==> src/rtl/sort_result_reader.sv <==
// Captures a sorter's parallel result on the rising edge of done, streams it out
// one element per valid/ready beat and reports whether the frame was in order.
module sort_result_reader #(
  parameter int N          = 6,
  parameter int WIDTH      = 8,
  parameter int DESCENDING = 0,
  localparam int IW        = (N > 1) ? $clog2(N) : 1
) (
  input  logic             clk,
  input  logic             rst_n,
  input  logic             done,
  input  logic [WIDTH-1:0] data_sorted [N],
  output logic             out_valid,
  input  logic             out_ready,
  output logic [WIDTH-1:0] out_data,
  output logic [IW-1:0]    out_index,
  output logic             out_last,
  output logic             busy,
  output logic             frame_done,
  output logic             frame_sorted,
  output logic             overrun
);

  typedef enum logic [1:0] {IDLE, STREAM, REPORT} state_t;

  state_t           state_reg;
  logic             done_d_reg;
  logic [IW-1:0]    idx_reg;
  logic             err_reg;
  logic [WIDTH-1:0] prev_reg;
  logic [WIDTH-1:0] frame_buf [N];

  logic             rise;
  logic             capture;
  logic             beat;
  logic             last_beat;
  logic             order_bad;
  logic [WIDTH-1:0] cur;
  logic [IW-1:0]    idx_next;

  assign rise      = done & ~done_d_reg;
  assign capture   = (state_reg == IDLE) & rise;
  assign beat      = (state_reg == STREAM) & out_valid & out_ready;
  assign cur       = frame_buf[idx_reg];
  assign idx_next  = IW'(idx_reg + 1'b1);
  assign last_beat = (idx_reg == IW'(N - 1));

  // Element 0 has no predecessor; equal neighbours are always acceptable.
  assign order_bad = (idx_reg != '0) &&
                     ((DESCENDING != 0) ? (cur > prev_reg) : (cur < prev_reg));

  // Frame storage needs no reset: it is only read after a capture has filled it.
  always_ff @(posedge clk) begin
    if (capture) begin
      for (int i = 0; i < N; i++) begin
        frame_buf[i] <= data_sorted[i];
      end
    end
  end

  always_ff @(posedge clk or negedge rst_n) begin
    if (!rst_n) begin
      state_reg    <= IDLE;
      done_d_reg   <= 1'b0;
      idx_reg      <= '0;
      err_reg      <= 1'b0;
      prev_reg     <= '0;
      out_valid    <= 1'b0;
      out_data     <= '0;
      out_index    <= '0;
      out_last     <= 1'b0;
      busy         <= 1'b0;
      frame_done   <= 1'b0;
      frame_sorted <= 1'b0;
      overrun      <= 1'b0;
    end else begin
      done_d_reg   <= done;
      frame_done   <= 1'b0;
      frame_sorted <= 1'b0;
      if (rise && (state_reg != IDLE)) begin
        overrun <= 1'b1;
      end
      case (state_reg)
        IDLE: begin
          if (rise) begin
            idx_reg   <= '0;
            err_reg   <= 1'b0;
            out_valid <= 1'b1;
            out_data  <= data_sorted[0];
            out_index <= '0;
            out_last  <= 1'b0;
            busy      <= 1'b1;
            state_reg <= STREAM;
          end
        end
        STREAM: begin
          if (beat) begin
            prev_reg <= cur;
            if (order_bad) begin
              err_reg <= 1'b1;
            end
            if (last_beat) begin
              // Final compare is folded directly into the status pulse.
              out_valid    <= 1'b0;
              out_last     <= 1'b0;
              frame_done   <= 1'b1;
              frame_sorted <= ~(err_reg | order_bad);
              state_reg    <= REPORT;
            end else begin
              idx_reg   <= idx_next;
              out_data  <= frame_buf[idx_next];
              out_index <= idx_next;
              out_last  <= (idx_next == IW'(N - 1));
            end
          end
        end
        REPORT: begin
          busy      <= 1'b0;
          state_reg <= IDLE;
        end
        default: begin
          state_reg <= IDLE;
        end
      endcase
    end
  end

endmodule
==> config.mk <==
export PLATFORM = sky130hd
export DESIGN_NAME = sort_result_reader
export DESIGN_NICKNAME = d
export VERILOG_FILES = /design/src/rtl/sort_result_reader.sv
export SDC_FILE = /design/constraint.sdc
export NUM_CORES = 1
export LEC_CHECK = 0
export ABC_CLOCK_PERIOD_IN_PS = 5200
export BUFFER_PORTS_ARGS = -buffer_cell sky130_fd_sc_hd__buf_2
export CAP_MARGIN = 20
export CORE_MARGIN = 5
export CORE_UTILIZATION = 40
export CTS_BUF_LIST = sky130_fd_sc_hd__clkbuf_4 sky130_fd_sc_hd__clkbuf_8 sky130_fd_sc_hd__clkbuf_16
export DETAILED_ROUTE_END_ITERATION = 12
export GPL_TIMING_DRIVEN = 0
export PLACE_DENSITY_LB_ADDON = 0.12
export SLEW_MARGIN = 10
export SYNTH_ARGS = -nofsm -noshare
export SYNTH_HDL_FRONTEND = slang
export SYNTH_SLANG_ARGS = --single-unit
==> constraint.sdc <==
create_clock -name clk -period 5.2 [get_ports clk]
set_clock_uncertainty 0.05 [all_clocks]
set_input_delay 0.78 -clock clk [delete_from_list [all_inputs] [get_ports clk]]
set_output_delay 0.78 -clock clk [all_outputs]
set_load 0.005 [all_outputs]
* Yosys cells after proc, flatten, opt, wreduce, memory -nomap -nowiden
Memory sizes are Yosys's and may differ from the RTL's.
Cells that the tools add are included.
** Storage, ports and cells
- RAM bits :: 48
- Memories kept :: 1
- Output and inout bits :: 17
- Register bits :: 29
- Input bits :: 52
** Memories
- frame_buf :: depth 6, bits a word 8, read ports 2, clocked after Yosys merged registers in 0, wr ports 6, line 31 : logic [WIDTH-1:0] frame_buf [N];
** Cells by class
- Magnitude comparators :: 1
- Equality and inequality tests :: 9
- Reductions and logical operators :: 14
- Add/sub/neg operators :: 1
- Mux-type cells :: 32
- Bitwise logic cells :: 7
** Operators by type and width (count)
- 8-bit two-way mux :: 3
- 1-bit two-way mux :: 16
- 8-bit case mux with 2 select lines :: 1
- 4-bit AND reduction :: 3
- 2-bit inequality test, second input constant :: 5
- 3-bit two-way mux :: 3
- 8-bit less-than comparator :: 1
- 1-bit case mux with 2 select lines :: 4
- 3-bit equality test, second input constant :: 2
- 2-bit two-way mux :: 3
- 3-bit case mux with 2 select lines :: 1
- 3-bit AND reduction :: 2
- 2-bit nonzero test :: 3
- 1-bit AND :: 4
- 2-bit case mux with 2 select lines :: 1
- 2-bit AND reduction :: 2
- 3-bit by 1-bit adder with 3-bit output, second input constant :: 1
- 3-bit nonzero test :: 1
- 2-bit by 1-bit equality test with 1-bit output, second input constant :: 1
- 2-bit equality test, second input constant :: 1
- 1-bit logical AND :: 2
- 2-bit logical NOT :: 1
- 1-bit inverter :: 2
- 1-bit OR :: 1

* Longest topological paths before layout
Gate-level depths: netlist of run 1.
An unclocked memory read counts as a cell.
- Depth after elaboration :: 8
- Gate-level depth with buffers :: 10

* Worst setup path before layout of run 1
Ideal clock, no wire load.
- Path type :: input to register
- Start point :: in done
- End point :: reg idx_reg[2]
- Setup time :: 137 ps
- Buffers on the path :: 1
- Setup slack :: 1929 ps
- Arrival :: 3084 ps
- Cell stages on the path :: 5
- Path through :: nor4b_4 -> o21ai_2 -> buf_4 -> nand2_1 -> o31ai_1
** On the way
- Word-level cells in the longest chain between the ends :: 3
** RTL lines
- start, declared :: line 11 : input logic done,
- 1-bit AND :: line 41 : assign rise = done & ~done_d_reg;
- 2-bit inequality test (no line)
- 4-bit AND reduction (no line)
- end signal, assigned :: line 110 : idx_reg <= idx_next;
- end, declared :: line 28 : logic [IW-1:0] idx_reg;
No other way between the ends.
A chain may end at the register's enable or synchronous reset.

* Final worst setup path of run 1
- Start point :: reg idx_reg[0]
- End point :: reg out_data[0]
** On the way
- Word-level cells in the longest chain between the ends :: 5
- Elaborated cells on any way between the ends :: 8
** RTL lines
- 3-bit by 1-bit adder with 3-bit output :: line 45 : assign idx_next = IW'(idx_reg + 1'b1);
- memory 6 x 8 bit
- 8-bit two-way mux :: line 102 : if (last_beat) begin
- 8-bit two-way mux :: line 97 : if (beat) begin
- 8-bit case mux with 2 select lines :: line 83 : case (state_reg)
- end signal, assigned :: line 89 : out_data <= data_sorted[0];
- end signal, assigned :: line 111 : out_data <= frame_buf[idx_next];
- end, declared :: line 15 : output logic [WIDTH-1:0] out_data,
Several ways; a longest one is shown, not always the timed one. The select of a mux whose other input is x is not followed.

==> metrics.log, run 1 <==
[metrics] fraction of final layout cells sized beyond drive strength 1: 0.3835
[metrics] Final Slew Violations: 0
[metrics] cell leakage power: 0.001802 uW
[metrics] peak per-stage delay on the critical path: 570 ps
[metrics] Setup TNS Final: 0 ps
[metrics] die outline height: 105.8 um
[metrics] antenna diode count: 0
[metrics] number of antenna violations at the first check in global routing: 0
[metrics] gate count after technology mapping: 251
[metrics] net switching power: 870.6 uW
[metrics] number of buffers inserted during clock tree synthesis: 9
[metrics] crit-path max FO: 10
[metrics] relative contribution of combinational cells to total power: 0.444
[metrics] Setup violations, final: 0
[metrics] # DRC: 0
[metrics] via count: 2,439
[metrics] average instance area after synthesis: 14.63 um2
[metrics] Seq pwr share: 0.363
[metrics] critical path data arrival time: 3000 ps
[metrics] hold_buf cts: 0
[metrics] max-capacitance violation count: 0
[metrics] result of the run: complete, no violations
[metrics] series of cell instances along the critical path: buf_6, buf_6, buf_4, inv_1, ha_1, buf_2, mux4_2, a221oi_1, o21ai_0
[metrics] Fmax: 355.1 MHz
[metrics] Clock Latency Late Sink: 350 ps
[metrics] CTS tree: yes
[metrics] commonest cells after routing, fill and taps aside: sky130_fd_sc_hd__buf_2 (72), sky130_fd_sc_hd__edfxtp_1 (48), sky130_fd_sc_hd__dfrtp_1 (29)
[metrics] Total Routed Length: 8388 um
[metrics] relative area change from synthesis to final layout: 19.90%
[metrics] CTS-repair resized insts: 0
[metrics] Final HPWL DP: 6168 um
[metrics] global-route usage over all layers: 0.1615
[metrics] area of the mapped netlist: 3672 um2
[metrics] number of enable flip-flop cells after synthesis: 48
[metrics] flip-flop and latch count after synthesis: 77
[metrics] CTS sink cnt: 77
[metrics] clock-pin slew reported for the worst setup and hold paths after clock tree synthesis: 80 ps
[metrics] share of flip-flops with an asynchronous set or reset after synthesis: 0.3766
[metrics] buffers inserted by post-CTS timing repair: 0
[metrics] Worst Hold Slack: 415.4 ps
[metrics] final worst-path cycle share: 0.5416
[metrics] layout filler cell count: 866
[metrics] leading cell type in the layout, fill and taps excluded: sky130_fd_sc_hd__buf_2
[metrics] average via count per standard cell: 5.420
[metrics] nets in the synthesized netlist: 313
[metrics] horizontal die dimension: 105.8 um
[metrics] delay-heaviest family, CP: buffers and inverters
[metrics] cell type with the highest occurrence count on the critical path: sky130_fd_sc_hd__buf_6
[metrics] Routability Congestion: 0.7981
[metrics] class of the tightest hold or removal check: input port to asynchronous set/reset pin
[metrics] data required time of the worst path: 5390 ps
[metrics] unrepaired setup endpoints after global routing: no
[metrics] Longest Clk Path Bufs: 2
[metrics] total overflow reported by the global router: 0
[metrics] final hold violation count: 0
[metrics] worst-case headroom to the max-slew limit: 0.5272
[metrics] clock share of power: 0.193
[metrics] via count of the first global-routing pass: 2,572
[metrics] Routed Antenna Nets: 0
[metrics] first drt pass iteration count: 5
[metrics] effective utilization at floorplan: 0.4032
[metrics] Setup CP Type: flop to flop
[metrics] Yosys cell types: 42
[metrics] max reg flops: 48
[metrics] Floorplan Core Area: 9109 um2
[metrics] CTS root buffer: sky130_fd_sc_hd__clkbuf_8
[metrics] transition time at the pin with the least slew margin: 706.3 ps
[metrics] sum of buffers and inverters on the critical path: 5
[metrics] minimum clock period: 2816 ps
[metrics] crit start category: flop
[metrics] yosys synthesis warning count: 0
[metrics] Total Die Area: 11,200 um2
[metrics] fraction of the yosys area taken by sequential cells: 0.5901
[metrics] power density normalized to cell area: 540.7 nW/um2
[metrics] type of destination of the critical path: flop
[metrics] deepest level of the CTS H-tree: 3
[metrics] Final nets: 396
[metrics] worst-case vdd ir drop: 0.0001983 V
[metrics] Primary FF master, synth: sky130_fd_sc_hd__edfxtp_1
[metrics] Net Sw Frac: 0.3657
[metrics] detail-routed net length per standard cell: 18.64 um
[metrics] I/O Pins: 69
[metrics] PortBufs: 68
[metrics] library cell contributing the largest single delay on the critical path: sky130_fd_sc_hd__mux4_2
[metrics] wire length of the first global-routing pass: 13,670 um
[metrics] Iter 0 DRT Violations: 103
[metrics] internal power: 1510 uW
[metrics] slack of the worst reg-to-reg path: 2380 ps
[metrics] row cnt: 35
[metrics] maximum number of pins on one net before global-route repair: 30
-- Yosys cell counts, types with 2 or more instances --
cell	number	area share
sky130_fd_sc_hd__edfxtp_1	48	0.39
sky130_fd_sc_hd__dfrtp_1	29	0.20
sky130_fd_sc_hd__nand2_1	22	0.022
sky130_fd_sc_hd__mux2i_1	17	0.046
sky130_fd_sc_hd__inv_1	13	0.013
sky130_fd_sc_hd__ha_1	10	0.034
sky130_fd_sc_hd__mux2_2	10	0.031
sky130_fd_sc_hd__mux4_2	10	0.061
sky130_fd_sc_hd__nor3_1	10	0.014
sky130_fd_sc_hd__o21ai_0	9	0.012
sky130_fd_sc_hd__o21ai_2	7	0.017
sky130_fd_sc_hd__a221oi_1	6	0.014
sky130_fd_sc_hd__buf_6	5	0.015
sky130_fd_sc_hd__mux4_1	5	0.036
sky130_fd_sc_hd__buf_2	4	0.0055
sky130_fd_sc_hd__nand2b_1	4	0.0068
sky130_fd_sc_hd__nand3_1	4	0.0055
sky130_fd_sc_hd__nor2_1	4	0.0041
sky130_fd_sc_hd__a21oi_1	3	0.0041
sky130_fd_sc_hd__clkbuf_1	3	0.0031
sky130_fd_sc_hd__o21ai_1	3	0.0041
sky130_fd_sc_hd__a21o_1	2	0.0041
sky130_fd_sc_hd__a221oi_2	2	0.0082
sky130_fd_sc_hd__buf_4	2	0.0041
sky130_fd_sc_hd__o21bai_1	2	0.0041
-- worst paths after layout --
path / to / cells past startpoint / from
setup / recovery: out_data[0]$_DFFE_PN0P_ / 9 / idx_reg[0]$_DFFE_PN0P_
setup reg to reg: out_data[0]$_DFFE_PN0P_ / 9 / idx_reg[0]$_DFFE_PN0P_
min in group clk: overrun$_DFFE_PN0P_ / 1 / overrun$_DFFE_PN0P_
hold / removal: idx_reg[0]$_DFFE_PN0P_ / 1 / rst_n
max in group asynchronous: state_reg[1]$_DFFE_PN0P_ / 1 / rst_n
hold reg to reg: overrun$_DFFE_PN0P_ / 1 / overrun$_DFFE_PN0P_
-- power by group through the flow --
| stage | clock network [uW] | registers (uW) | logic, uW |
|---|---|---|---|
| CTS | 474 | 866 | 1070 |
| detailed placement | 0 | 879 | 1060 |
| floorplan | 0 | 861 | 765 |
| global route | 504 | 880 | 1170 |
| finish | 461 | 863 | 1060 |
| global placement | 0 | 877 | 1040 |
-- area by class of cell --
| cell class | instances | area, um2 | share of cell area |
|---|---|---|---|
| buffer | 15 | 107.6 | 0.02444 |
| tap | 111 | 138.9 | 0.03154 |
| timing repair buffer | 72 | 389.1 | 0.08838 |
| clock inverter | 6 | 71.32 | 0.01620 |
| sequential | 77 | 2167 | 0.4922 |
| multi-input combinational | 146 | 1349 | 0.3063 |
| clock buffer | 10 | 131.4 | 0.02984 |
| inverter | 13 | 48.80 | 0.01108 |
-- through the flow --
step / utilization / std cells / setup WS, ps / total power (uW) / area [um2]
2_1_floorplan: - / 251 / 1929 / 1625 / 3672
3_3_place_gp: 0.4558 / 430 / 902.6 / 1918 / 4151
3_5_place_dp: 0.4611 / 434 / 2363 / 1942 / 4200
4_1_cts: 0.4834 / 450 / 2352 / 2407 / 4403
5_1_grt: 0.4834 / 450 / 2131 / 2559 / 4403
6_report: 0.4834 / 450 / 2384 / 2381 / 4403
-- cell families (layout without fill, tap and decap cells) --
kind of cell / Yosys count / in the layout / share of synthesized area
and+or+nand+nor: 52 / 52 / 0.07292
buffers and inverters: 28 / 116 / 0.04259
xor gates and xnor gates: 1 / 1 / 0.002385
DFF: 77 / 77 / 0.5901
AOI/OAI and AO/OA: 41 / 41 / 0.08381
adders and majority gates: 10 / 10 / 0.03407
muxes: 42 / 42 / 0.1741
-- layer usage --
metal	track usage	wire, um	vias up
li1	-	-	1129
met2	0.2646	4090	81
met5	0	0	-
met4	0.05920	174	0
met3	0.04532	392	15
met1	0.2044	3731	1214
No activity file was read; power rests on OpenSTA's default activity.
==> run 2: changes to the inputs <==
--- a/config.mk
+++ b/config.mk
@@ -5,7 +5,7 @@
 export SDC_FILE = /design/constraint.sdc
 export NUM_CORES = 1
 export LEC_CHECK = 0
-export ABC_CLOCK_PERIOD_IN_PS = 5200
+export ABC_CLOCK_PERIOD_IN_PS = 2900
 export BUFFER_PORTS_ARGS = -buffer_cell sky130_fd_sc_hd__buf_2
 export CAP_MARGIN = 20
 export CORE_MARGIN = 5
==> constraint.sdc (replaced) <==
create_clock -name clk -period 2.9 [get_ports clk]
set_clock_uncertainty 0.05 [all_clocks]
set_input_delay 0.435 -clock clk [delete_from_list [all_inputs] [get_ports clk]]
set_output_delay 0.435 -clock clk [all_outputs]
set_load 0.005 [all_outputs]
==> metrics.log, run 2 (synthesized netlist as in run 1, its figures left out) <==
[metrics] number of antenna violations at the first check in global routing: 0
[metrics] crit-path max FO: 10
[metrics] fraction of final layout cells sized beyond drive strength 1: 0.3835
[metrics] Final Slew Violations: 0
[metrics] Final nets: 396
[metrics] first drt pass iteration count: 4
[metrics] sum of buffers and inverters on the critical path: 5
[metrics] worst-case headroom to the max-slew limit: 0.5243
[metrics] CTS-repair resized insts: 0
[metrics] transition time at the pin with the least slew margin: 713.6 ps
[metrics] Routed Antenna Nets: 0
[metrics] startpoint of the lowest-slack register-to-register path: idx_reg[0]$_DFFE_PN0P_
[metrics] CTS root buffer: sky130_fd_sc_hd__clkbuf_8
[metrics] commonest cells after routing, fill and taps aside: sky130_fd_sc_hd__buf_2 (71), sky130_fd_sc_hd__edfxtp_1 (48), sky130_fd_sc_hd__dfrtp_1 (29)
[metrics] total power consumption of the routed design: 4258 uW
[metrics] die outline height: 105.8 um
[metrics] global-route usage over all layers: 0.1585
[metrics] max-capacitance violation count: 0
[metrics] CTS sink cnt: 77
[metrics] power density normalized to cell area: 967.2 nW/um2
[metrics] effective utilization at floorplan: 0.4032
[metrics] CTS tree: yes
[metrics] detail-routed net length per standard cell: 18.36 um
[metrics] total overflow reported by the global router: 0
[metrics] number of cells after detailed placement: 434
[metrics] max reg flops: 48
[metrics] Clock Latency Late Sink: 360 ps
[metrics] Final HPWL DP: 6106 um
[metrics] average via count per standard cell: 5.389
[metrics] unrepaired setup endpoints after global routing: no
[metrics] minimum clock period: 2648 ps
[metrics] via count of the first global-routing pass: 2,602
[metrics] type of destination of the critical path: flop
[metrics] setup ws final: 252.4 ps
[metrics] cell type with the highest occurrence count on the critical path: sky130_fd_sc_hd__buf_6
[metrics] Total Die Area: 11,200 um2
[metrics] antenna diode count: 0
[metrics] peak per-stage delay on the critical path: 530 ps
[metrics] Total Routed Length: 8264 um
[metrics] I/O Pins: 69
[metrics] data required time of the worst path: 3070 ps
[metrics] critical path data arrival time: 2820 ps
[metrics] worst-case vdd ir drop: 0.0003021 V
[metrics] row cnt: 35
[metrics] result of the run: complete, no violations
[metrics] PortBufs: 68
[metrics] library cell contributing the largest single delay on the critical path: sky130_fd_sc_hd__mux4_2
[metrics] Iter 0 DRT Violations: 77
[metrics] clock-pin slew reported for the worst setup and hold paths after clock tree synthesis: 90 ps
[metrics] leading cell type in the layout, fill and taps excluded: sky130_fd_sc_hd__buf_2
[metrics] count of non-filler cells in the finished layout: 450
[metrics] slack of the worst reg-to-reg path: 250 ps
[metrics] post-route design area: 4402 um2
[metrics] Setup violations, final: 0
[metrics] Fmax: 377.7 MHz
[metrics] setup slack after placement: 89.54 ps
[metrics] final hold violation count: 0
[metrics] crit path launch: idx_reg[0]$_DFFE_PN0P_
[metrics] horizontal die dimension: 105.8 um
[metrics] deepest level of the CTS H-tree: 3
[metrics] maximum number of pins on one net before global-route repair: 30
[metrics] class of the tightest hold or removal check: input port to asynchronous set/reset pin
[metrics] placed cell area: 4200 um2
[metrics] crit start category: flop
[metrics] Floorplan Core Area: 9109 um2
[metrics] Routability Congestion: 0.8010
[metrics] Layout Utilization: 0.4832
[metrics] hold_buf cts: 0
[metrics] relative area change from synthesis to final layout: 19.86%
[metrics] number of buffers inserted during clock tree synthesis: 9
[metrics] # DRC: 0
[metrics] delay-heaviest family, CP: buffers and inverters
[metrics] Setup CP Type: flop to flop
[metrics] layout filler cell count: 844
[metrics] final worst-path cycle share: 0.9130
[metrics] Longest Clk Path Bufs: 2
[metrics] wire length of the first global-routing pass: 13,490 um
[metrics] via count: 2,425
[metrics] series of cell instances along the critical path: buf_6, buf_6, buf_6, inv_1, ha_1, buf_4, mux4_2, a221oi_1, o21ai_0
[metrics] buffers inserted by post-CTS timing repair: 0
[metrics] cell leakage power: 0.001803 uW
==> run 2: cell types whose count changed in the layout (fill, tap and decap cells not counted) <==
cell,delta
sky130_fd_sc_hd__buf_2,-1
sky130_fd_sc_hd__buf_6,+1
sky130_fd_sc_hd__clkinv_2,+2
sky130_fd_sc_hd__clkinv_4,-1
sky130_fd_sc_hd__inv_6,-1
==> run 2: final cells by class <==
cell class / instances / area (um2) / area share
flip-flops and latches: 77 / 2167 / 0.4923
multi-input cells: 146 / 1349 / 0.3064
repair buffers: 72 / 389.1 / 0.08840
well taps: 111 / 138.9 / 0.03155
clock buffers: 10 / 131.4 / 0.02985
plain buffers: 15 / 113.9 / 0.02587
clock inverters: 6 / 63.81 / 0.01450
inverters: 13 / 48.80 / 0.01109
==> run 2: power breakdown <==
part | total, uW | switching, uW | internal, uW | leakage, uW
Clock | 809 | 404 | 406 | 0.0000957
Combinational | 1900 | 1000 | 901 | 0.000919
Sequential | 1550 | 141 | 1410 | 0.000788
==> run 2: per-stage QoR <==
step | hold slack, ps | setup TNS, ps
final | 69.24 | 0
after CTS | 91.64 | 0
after global placement | 403.9 | -45030
after global routing | 115.2 | 0
after detailed placement | 406.9 | 0
after floorplan | 89.41 | -23.75
==> run 2: metal layers <==
metal | GRT usage | wire [um] | up-vias
met4 | 0.06753 | 235 | 0
met3 | 0.03307 | 378 | 16
met5 | 0 | 0 | -
li1 | - | - | 1129
met1 | 0.2064 | 3682 | 1209
met2 | 0.2568 | 3968 | 71
==> run 2: path summary, 6_finish.rpt <==
| check | to | cells after the start |
|---|---|---|
| worst max-delay path | out_data[0]$_DFFE_PN0P_ | 9 |
| worst min-delay path | out_data[4]$_DFFE_PN0P_ | 1 |
| worst max register to register | out_data[0]$_DFFE_PN0P_ | 9 |
| worst min register to register | overrun$_DFFE_PN0P_ | 1 |
| max in group asynchronous | prev_reg[3]$_DFFE_PN0P_ | 1 |
| min in group clk | done_d_reg$_DFF_PN0_ | 1 |
